## config.mk

```make
export PLATFORM = sky130hd
export DESIGN_NAME = frame_dispatch
export DESIGN_NICKNAME = d
export VERILOG_FILES = /design/src/rtl/frame_pkg.sv /design/src/rtl/frame_buf.sv /design/src/rtl/frame_dispatch.sv
export SDC_FILE = /design/constraint.sdc
export NUM_CORES = 2
export LEC_CHECK = 0
export ABC_AREA = 1
export CORE_ASPECT_RATIO = 2
export CORE_MARGIN = 2
export CORE_UTILIZATION = 25
export CTS_CLUSTER_DIAMETER = 60
export CTS_CLUSTER_SIZE = 12
export DETAILED_ROUTE_END_ITERATION = 6
export DONT_BUFFER_PORTS = 1
export GPL_ROUTABILITY_DRIVEN = 0
export PLACE_DENSITY_LB_ADDON = 0.15
export SYNTH_ARGS = -nofsm -noshare
export SYNTH_HDL_FRONTEND = slang
export SYNTH_SLANG_ARGS = --single-unit
export TNS_END_PERCENT = 30
```

## constraint.sdc

```tcl
create_clock -name clk -period 5.4 [get_ports clk]
set_input_delay 1.35 -clock clk [delete_from_list [all_inputs] [get_ports clk]]
set_output_delay 1.35 -clock clk [all_outputs]
set_load 0.05 [all_outputs]
```

## src/rtl/frame_pkg.sv

```systemverilog
// Shared constants, FSM state encoding and checksum helper for the frame dispatcher.
package frame_pkg;

  localparam logic [7:0] SYNC0 = 8'hAA;
  localparam logic [7:0] SYNC1 = 8'h55;

  localparam int CHK_SUM = 0;
  localparam int CHK_XOR = 1;

  typedef enum logic [2:0] {
    IDLE,
    SYNC,
    CMD,
    LENH,
    LENL,
    PAY,
    CHK,
    DELIVER
  } state_t;

  function automatic logic [7:0] chk_update(input int mode, input logic [7:0] acc,
                                            input logic [7:0] b);
    return (mode == CHK_XOR) ? (acc ^ b) : (acc + b);
  endfunction

endpackage

```

## src/rtl/frame_buf.sv

```systemverilog
// Simple dual-port payload store: one write port, one read port with registered data.
module frame_buf #(
  parameter int DEPTH = 256,
  parameter int AW    = 8
) (
  input  logic          clk,
  input  logic          wr_en,
  input  logic [AW-1:0] wr_addr,
  input  logic [7:0]    wr_data,
  input  logic          rd_en,
  input  logic [AW-1:0] rd_addr,
  output logic [7:0]    rd_data
);

  logic [7:0] mem [DEPTH];
  logic [7:0] rd_data_q;

  always_ff @(posedge clk) begin
    if (wr_en) mem[wr_addr] <= wr_data;
    if (rd_en) rd_data_q <= mem[rd_addr];
  end

  assign rd_data = rd_data_q;

endmodule

```

## src/rtl/frame_dispatch.sv

```systemverilog
// Parses AA 55 CMD LEN_H LEN_L PAYLOAD CHK frames, validates them, then replays the
// buffered payload on a valid/ready stream behind a one-cycle header strobe.
module frame_dispatch
  import frame_pkg::*;
#(
  parameter int         NUM_CH      = 4,
  parameter logic [7:0] CMD_BASE    = 8'h04,
  parameter int         MAX_LEN     = 256,
  parameter int         TIMEOUT_CYC = 50000,
  parameter int         CHK_MODE    = CHK_SUM,
  localparam int        CH_W        = (NUM_CH > 1) ? $clog2(NUM_CH) : 1
) (
  input  logic            clk,
  input  logic            rst,
  input  logic [7:0]      in_data,
  input  logic            in_valid,
  output logic            in_ready,
  output logic            hdr_valid,
  output logic [CH_W-1:0] hdr_ch,
  output logic [15:0]     hdr_len,
  output logic [7:0]      out_data,
  output logic            out_valid,
  output logic            out_last,
  input  logic            out_ready,
  output logic            err_chk,
  output logic            err_len,
  output logic            err_cmd,
  output logic            err_tmo,
  output state_t          dbg_state
);

  // Handshakes: a transfer happens on a rising edge where valid && ready are both high;
  // a producer holding valid keeps its data stable until that edge.

  localparam int          ABW       = (MAX_LEN > 1) ? $clog2(MAX_LEN) : 1;
  localparam int          PW        = $clog2(MAX_LEN + 1);
  localparam logic [15:0] MAX_LEN16 = 16'(MAX_LEN);
  localparam logic [31:0] TMO_LAST  = 32'(TIMEOUT_CYC - 1);
  localparam logic [8:0]  CMD_END   = 9'(CMD_BASE) + 9'(NUM_CH);

  state_t            state_q, state_d;
  logic [7:0]        cmd_q, cmd_d;
  logic [7:0]        lenh_q, lenh_d;
  logic [15:0]       len_q, len_d;
  logic [PW-1:0]     ptr_q, ptr_d;
  logic [7:0]        chk_q, chk_d;
  logic [31:0]       tmo_q, tmo_d;
  logic              in_ready_q, in_ready_d;
  logic              hdr_valid_q, hdr_valid_d;
  logic [CH_W-1:0]   hdr_ch_q, hdr_ch_d;
  logic [15:0]       hdr_len_q, hdr_len_d;
  logic              s1_valid_q, s1_valid_d;
  logic              s1_last_q, s1_last_d;
  logic [7:0]        out_data_q, out_data_d;
  logic              out_valid_q, out_valid_d;
  logic              out_last_q, out_last_d;
  logic              err_chk_q, err_chk_d;
  logic              err_len_q, err_len_d;
  logic              err_cmd_q, err_cmd_d;
  logic              err_tmo_q, err_tmo_d;

  logic              accept, pipe_adv, in_frame, cmd_bad;
  logic [7:0]        chk_next;
  logic              wr_en, rd_en;
  logic [ABW-1:0]    rd_addr;
  logic [7:0]        rd_data;

  assign accept   = in_valid && in_ready_q;
  assign pipe_adv = !out_valid_q || out_ready;
  assign in_frame = (state_q != IDLE) && (state_q != DELIVER);
  assign chk_next = chk_update(CHK_MODE, chk_q, in_data);
  assign cmd_bad  = (cmd_q < CMD_BASE) || ({1'b0, cmd_q} >= CMD_END);

  frame_buf #(.DEPTH(MAX_LEN), .AW(ABW)) u_buf (
    .clk     (clk),
    .wr_en   (wr_en),
    .wr_addr (ptr_q[ABW-1:0]),
    .wr_data (in_data),
    .rd_en   (rd_en),
    .rd_addr (rd_addr),
    .rd_data (rd_data)
  );

  always_comb begin
    state_d     = state_q;
    cmd_d       = cmd_q;
    lenh_d      = lenh_q;
    len_d       = len_q;
    ptr_d       = ptr_q;
    chk_d       = chk_q;
    tmo_d       = 32'd0;
    hdr_valid_d = 1'b0;
    hdr_ch_d    = hdr_ch_q;
    hdr_len_d   = hdr_len_q;
    s1_valid_d  = s1_valid_q;
    s1_last_d   = s1_last_q;
    out_data_d  = out_data_q;
    out_valid_d = out_valid_q;
    out_last_d  = out_last_q;
    err_chk_d   = 1'b0;
    err_len_d   = 1'b0;
    err_cmd_d   = 1'b0;
    err_tmo_d   = 1'b0;
    wr_en       = 1'b0;
    rd_en       = 1'b0;
    rd_addr     = ptr_q[ABW-1:0];

    if (in_frame && !accept) tmo_d = tmo_q + 32'd1;

    case (state_q)
      IDLE: if (accept && in_data == SYNC0) state_d = SYNC;
      SYNC: if (accept) begin
        if (in_data == SYNC1)      state_d = CMD;
        else if (in_data != SYNC0) state_d = IDLE;
      end
      CMD: if (accept) begin
        cmd_d   = in_data;
        chk_d   = chk_update(CHK_MODE, 8'h00, in_data);
        state_d = LENH;
      end
      LENH: if (accept) begin
        lenh_d  = in_data;
        chk_d   = chk_next;
        state_d = LENL;
      end
      LENL: if (accept) begin
        len_d = {lenh_q, in_data};
        chk_d = chk_next;
        ptr_d = '0;
        if ({lenh_q, in_data} > MAX_LEN16) begin
          err_len_d = 1'b1;
          state_d   = IDLE;
        end else if ({lenh_q, in_data} == 16'd0) begin
          state_d = CHK;
        end else begin
          state_d = PAY;
        end
      end
      PAY: if (accept) begin
        wr_en = 1'b1;
        chk_d = chk_next;
        ptr_d = ptr_q + 1'b1;
        if (16'(ptr_q) == len_q - 16'd1) state_d = CHK;
      end
      CHK: if (accept) begin
        if (in_data != chk_q) begin
          err_chk_d = 1'b1;
          state_d   = IDLE;
        end else if (cmd_bad) begin
          err_cmd_d = 1'b1;
          state_d   = IDLE;
        end else begin
          hdr_valid_d = 1'b1;
          hdr_ch_d    = CH_W'(cmd_q - CMD_BASE);
          hdr_len_d   = len_q;
          if (len_q == 16'd0) begin
            state_d = IDLE;
          end else begin
            // Prefetch byte 0 during the header cycle so out_valid can follow it directly.
            rd_en      = 1'b1;
            rd_addr    = '0;
            ptr_d      = PW'(1);
            s1_valid_d = 1'b1;
            s1_last_d  = (len_q == 16'd1);
            state_d    = DELIVER;
          end
        end
      end
      DELIVER: begin
        if (pipe_adv) begin
          out_valid_d = s1_valid_q;
          out_data_d  = rd_data;
          out_last_d  = s1_last_q;
          s1_valid_d  = 1'b0;
        end
        // The RAM output register is a pipeline stage; refill it whenever it drains.
        if ((pipe_adv || !s1_valid_q) && (16'(ptr_q) < len_q)) begin
          rd_en      = 1'b1;
          ptr_d      = ptr_q + 1'b1;
          s1_valid_d = 1'b1;
          s1_last_d  = (16'(ptr_q) == len_q - 16'd1);
        end
        if (out_valid_q && out_ready && out_last_q) state_d = IDLE;
      end
      default: state_d = IDLE;
    endcase

    if (in_frame && !accept && tmo_q == TMO_LAST) begin
      err_tmo_d = 1'b1;
      state_d   = IDLE;
    end

    in_ready_d = (state_d != DELIVER);
  end

  always_ff @(posedge clk or posedge rst) begin
    if (rst) begin
      state_q     <= IDLE;
      cmd_q       <= '0;
      lenh_q      <= '0;
      len_q       <= '0;
      ptr_q       <= '0;
      chk_q       <= '0;
      tmo_q       <= '0;
      in_ready_q  <= 1'b1;
      hdr_valid_q <= 1'b0;
      hdr_ch_q    <= '0;
      hdr_len_q   <= '0;
      s1_valid_q  <= 1'b0;
      s1_last_q   <= 1'b0;
      out_data_q  <= '0;
      out_valid_q <= 1'b0;
      out_last_q  <= 1'b0;
      err_chk_q   <= 1'b0;
      err_len_q   <= 1'b0;
      err_cmd_q   <= 1'b0;
      err_tmo_q   <= 1'b0;
    end else begin
      state_q     <= state_d;
      cmd_q       <= cmd_d;
      lenh_q      <= lenh_d;
      len_q       <= len_d;
      ptr_q       <= ptr_d;
      chk_q       <= chk_d;
      tmo_q       <= tmo_d;
      in_ready_q  <= in_ready_d;
      hdr_valid_q <= hdr_valid_d;
      hdr_ch_q    <= hdr_ch_d;
      hdr_len_q   <= hdr_len_d;
      s1_valid_q  <= s1_valid_d;
      s1_last_q   <= s1_last_d;
      out_data_q  <= out_data_d;
      out_valid_q <= out_valid_d;
      out_last_q  <= out_last_d;
      err_chk_q   <= err_chk_d;
      err_len_q   <= err_len_d;
      err_cmd_q   <= err_cmd_d;
      err_tmo_q   <= err_tmo_d;
    end
  end

  assign in_ready  = in_ready_q;
  assign hdr_valid = hdr_valid_q;
  assign hdr_ch    = hdr_ch_q;
  assign hdr_len   = hdr_len_q;
  assign out_data  = out_data_q;
  assign out_valid = out_valid_q;
  assign out_last  = out_last_q;
  assign err_chk   = err_chk_q;
  assign err_len   = err_len_q;
  assign err_cmd   = err_cmd_q;
  assign err_tmo   = err_tmo_q;
  assign dbg_state = state_q;

endmodule
```

* Yosys cells after proc, flatten, opt, wreduce, memory -nomap -nowiden *
Memory sizes are Yosys's and may differ from the RTL's. A register that Yosys moved wholly into a read port is not among the register bits.
Cells that the tools add are included.

storage, ports and cells
  input port bits = 12
  word-level logic and storage cells = 162
  bits in registers = 120
  output and inout bits = 37
  memories = 1
  bits in writable memories = 2048

memory list
  name       depth  bits a word  read ports  clocked after memory_dff  wr ports  RTL line         text
  u_buf.mem  256    8            1           1                         1         frame_buf.sv:15  logic [7:0] mem [DEPTH];

cells by class
  bitwise logic cells = 2
  mux-type cells = 73
  $add $sub $neg = 5
  reduce and logical (&&, ||, !) cells = 31
  $lt $le $gt $ge = 4
  equal/unequal tests = 26

operators by type and width
  operator               count
  $mux 9                 7
  $mux 8                 7
  $mux 3                 16
  $pmux 9 s4             1
  $mux 1                 35
  $add 32x1->32 const B  1
  $eq 32x16->1 const B   1
  $logic_not 16->1       2
  $mux 32                1
  $pmux 3 s8             1
  $eq 16x1->1 const B    1
  $eq 9x16->1            1
  $gt 16x9->1 const B    1
  $lt 9x16->1            1
  $ne 2x2->1 const B     8
  $pmux 8 s2             1
  $sub 16x1->16 const B  1
  $eq 3x3->1 const B     4
  $reduce_and 6->1       2
  $add 9x1->9 const B    1
  $ne 3x3->1 const B     3
  $add 8x8->8            1
  $eq 8x7->1 const B     1
  $eq 8x8->1 const B     1
  23 further kinds       42

* Depth between registers and ports, before layout *
  depth in word-level cells = 8
  depth in mapped cells = 20
  mapped depth without buffers = 18

* Cells and area by module *
A second synthesis with hierarchy kept.

unflattened totals
  cell total of the unflattened synthesis = 7895
  area total of the unflattened synthesis = 90321.6 µm²

by module, submodules not included
  module          cells each  times used  sequential area each (µm²)  area an instance (µm²)
  frame_buf       7003        1           61739.2                     83476.3
  frame_dispatch  892         1           3004.1                      6845.3

* Least setup slack after synthesis *
No wires, ideal clock.

  path type = input-to-reg
  start = in in_data[3]
  end = reg u_buf.rd_data_q[4], in the netlist u_buf.rd_data[4], read port of u_buf.mem (data pin)
  buffers on the path = 3
  stages on the path = 20
  required time = 5.146 ns
  library setup time = 0.254 ns
  arrival time = 3.400 ns
  slack = 1.746 ns
  path through = ha_1 nor2_1 nand2_1 nor2_1 nand3_2 nor2_8 nand2_4 buf_4 buf_4 buf_2 nand3_1 nand2_1 nand2_1 nand3_1 nand3_1 nand3_1 nand3_1 nand3_1 nand3_1 nand2_1

between the ends
  longest elaborated chain between the ends = 4
  elaborated cells between the ends (all ways) = 7
  those cells by class = eq/ne (1); mux (6)

ends and longest elaborated chain
  what                                  RTL line               text
  from (decl)                           frame_dispatch.sv:15   input logic [7:0] in_data,
  $ne 8x8->1 (*)                        frame_dispatch.sv:146  if (in_data != chk_q) begin
  $mux 1 or $mux 8 (tied branches)      frame_dispatch.sv:146
  $mux 1 or $mux 8 (tied branches)      frame_dispatch.sv:145  CHK: if (accept) begin
  $pmux 1 s2 or $mux 8 (tied branches)  frame_dispatch.sv:110  case (state_q)
  to (decl)                             frame_buf.sv:16        logic [7:0] rd_data_q;

Every way passes the cells marked *; elsewhere a longest branch is shown, timed or not.
A chain may end at the register's enable or synchronous reset.

* Worst setup path after layout *
  start = in in_data[3]
  end = reg u_buf.rd_data_q[7], in the netlist u_buf.rd_data[7], read port of u_buf.mem (data pin)

Same word-level chain as after synthesis.

==> impl_results.md <==
* # rows at 321
* Root buffer cell: clkbuf_16
* Total CTS buffers at 210
* Startpoint Class: input pin
* Overall Global Routing Usage at 17.6%
* Via count at 65851
* Post-Route WL at 353000 µm
* EDFF count, synth at 2056
* Routed vias/inst at 4.69
* Post-layout net count at 9013
* Max-cap viol count at 0
* Highest clock rate at 181 MHz
* Reg-to-reg endpoint: u_buf.rd_data[7]$_DFFE_PP_
* Min-delay worst type: in -> async
* Hold Violations, Final at 0
* Async set-or-reset flop fraction in the synthesized netlist at 5.51%
* Final Cell Area at 110000 µm²
* Worst-Skew Late Latency at 920 ps
* Syn Inst Count at 8910
* Setup-failing EPs final at 6
* Initial antenna violation count at 9
* Wirelength per Cell at 25.1 µm
* Leak Pwr at 40.9 nW
* First-pass GRT wire length at 499000 µm
* Vias in the first global route at 68336
* Clock skew at 51.7 ps
* Period utilisation layout at 102%
* Syn_area_per_cell at 10.8 µm²
* R2r startpoint: len_q[0]$_DFFE_PP0P_
* Final worst slack at -125 ps
* CP max stage delay at 780 ps
* PwrDens at 292 nW/µm²
* Critical Path AT at 6300 ps
* Initial core utilization at 25.1%
* Total grt overflow at 0
* Synth Flop Type: edfxtp_1
* Core Area at 382000 µm²
* Synth unique cells at 48
* Clk slew on worst S/H paths at 70 ps
* Hold Buf Count CTS at 0
* Unrepaired setup endpoints after global routing: no
* Worst hold slack at 308 ps
* DRT antenna net count at 0
* Gates resized, CTS repair at 0
* Worst Path Required at 6170 ps
* Reg2reg setup slack at 660 ps
* Total power at 32.1 mW
* Largest fanout on the critical path at 261
* Critical path's slowest cell: ha_1
* Mapped cell area at 96000 µm²
* CP cell instances: ha_1 > nor2_1 > nand2_1 > nor2_1 > nand3_2 > nor2_8 > nand2_8 > nand2_8 > buf_4 > buf_12 > buf_12 > buf_4 > nand3_1 > nand3_1 > nand3_1 > nand3_1 > nand3_1 > nand3_1 > nand3_1 > nand2_1
* CTS tree: done
* CP endpoint kind: flip-flop
* IO Port Bufs at 0
* # DRC at 0
* #FFs+latches synth at 2176
* R2R depth at 16
* Fin crit period at 5530 ps
* Die area at 389000 µm²
* Synth warn at 0
* Post-CTS Repair Setup Buffers at 0
* Status: finished, violations left
* Die W at 442 µm
* IO Count at 49
* Pin count of the biggest net entering global routing at 263
* Longest Clk Path Bufs at 4
* Seq/Total Area, Yosys at 67.4%
* Worst-margin pin slew at 1840 ps
* Height of the die at 880 µm
* Fin. max-slew vios at 266
* HPWL Detailed at 217000 µm
* Critical path's most frequent cell: nand3_1
* Share of layout cells above drive strength 1 at 8.89%
* DRT iter0 DRCs at 5049
* Clk sinks at 2176
* Syn Nets at 8946
* Slew margin rel. at -22.9%
* DRT Pass-1 Iters at 7
* WS Path Type: in -> reg
* Violated checks: slew limit, setup timing
* Post-place setup slack at -646 ps
* Area growth, synth to finish at 14.3%
* H-tree levels at 4
* Peak VDD IR at 0.286 mV
* Cell Area, Placed at 104000 µm²
==> sequential cells by signal, indices dropped and copies added (netlist names), 2 cells and up <==
signal / flops
ptr_q: 9
hdr_len: 16
hdr_ch: 2
chk_q: 8
dbg_state: 3
u_buf.rd_data: 8
u_buf.mem: 2048
out_data: 8
tmo_q: 32
cmd_q: 8
len_q: 16
lenh_q: 8
==> worst max-delay path, delay by kind of cell <==
kind                       cells  cell delay (ps)
adders and majority gates      1              780
and+or+nand+nor               15             2490
buffers and inverters          4              820
==> logic make-up (layout without fill, tap and decap cells) <==
family,count (synthesis),in the layout,synth area share [%]
DFF,2176,2176,67.4
and+or+nand+nor,5009,5009,24.3
other,0,3,0
AOI/OAI and AO/OA,235,235,1.44
xor gates and xnor gates,20,20,0.190
muxes,9,9,0.106
adders and majority gates,24,24,0.321
buffers and inverters,1437,1551,6.26
==> cells in the final DEF, fill, tap and decap left out, types with 5 or more instances in the layout <==
cell type / n
ha_1: 23
buf_4: 362
nand3_1: 2125
a21oi_1: 43
dfrtp_1: 117
nor4_1: 9
nor2_1: 494
or2_2: 65
buf_12: 97
o211ai_1: 19
inv_1: 824
nor3_1: 35
mux2_2: 9
o21ai_0: 122
clkbuf_16: 211
xor2_1: 17
clkbuf_1: 38
nand2_2: 15
inv_6: 5
nor3b_1: 5
nand3b_1: 392
nor2_2: 5
nand4_1: 16
edfxtp_1: 2056
o2111ai_1: 32
nand2_1: 1833
==> synthesized netlist by cell type (5+ instances only) <==
| library cell | instances | area (µm²) |
|---|---|---|
| o211ai_1 | 19 | 143 |
| o21ai_0 | 123 | 616 |
| inv_2 | 6 | 22.5 |
| nor3b_1 | 5 | 37.5 |
| nand3_1 | 2128 | 10700 |
| nor3_1 | 36 | 180 |
| or2_2 | 65 | 407 |
| mux2_2 | 9 | 101 |
| nand3b_1 | 392 | 2940 |
| xor2_1 | 17 | 149 |
| o2111ai_1 | 32 | 280 |
| inv_1 | 825 | 3100 |
| nand2_1 | 1846 | 6930 |
| buf_6 | 6 | 67.6 |
| edfxtp_1 | 2056 | 61700 |
| dfrtp_1 | 119 | 2980 |
| buf_4 | 61 | 458 |
| buf_1 | 49 | 184 |
| nand4_1 | 16 | 100 |
| ha_1 | 23 | 288 |
| nor2_1 | 498 | 1870 |
| buf_2 | 270 | 1350 |
| nor4_1 | 9 | 56.3 |
| a21oi_1 | 44 | 220 |
| clkbuf_1 | 217 | 815 |
==> layer usage <==
layer | vias to the layer above | track usage, % | part of all wire [%]
met5 | - | 0 | 0.0037
met4 | 2 | 8.14 | 5.0
met3 | 577 | 1.92 | 3.4
met2 | 1521 | 34.9 | 56
met1 | 33075 | 18.3 | 36
li1 | 30676 | - | -
==> final cells by class <==
class | count | area, µm²
Multi-Input combinational cell | 5297 | 25400
Fill cell | 39709 | 273000
Inverter | 833 | 3140
Tap cell | 5006 | 6260
Clock buffer | 249 | 5420
Sequential cell | 2176 | 64700
Antenna cell | 3 | 7.51
Timing Repair Buffer | 459 | 4660
Clock inverter | 10 | 110
==> worst max path at each step <==
stage / start / endpoint / slack [ps]
2_1_floorplan: rst / chk_q[0]$_DFFE_PP0P_ / 870
3_3_place_gp: in_data[3] / u_buf.rd_data[7]$_DFFE_PP_ / -810
3_5_place_dp: in_data[3] / u_buf.rd_data[7]$_DFFE_PP_ / -650
4_1_cts: in_data[0] / u_buf.rd_data[7]$_DFFE_PP_ / 420
5_1_grt: in_data[3] / u_buf.rd_data[2]$_DFFE_PP_ / 30
6_report: in_data[3] / u_buf.rd_data[7]$_DFFE_PP_ / -130
==> through the flow <==
stage	instances	TNS (ps)	util, %
2_1_floorplan	8910	0	-
3_3_place_gp	13771	-5510	27.3
3_5_place_dp	13771	-4400	27.3
4_1_cts	14030	0	28.7
5_1_grt	14032	0	28.7
6_report	14033	-315	28.7
==> power by group <==
part	internal, mW	switching, mW	leakage (nW)
logic	0.0226	0.0663	18.2
registers	18.5	0.00507	20.1
clock network	7.02	6.51	2.70
(Power assumes the default switching activity.)
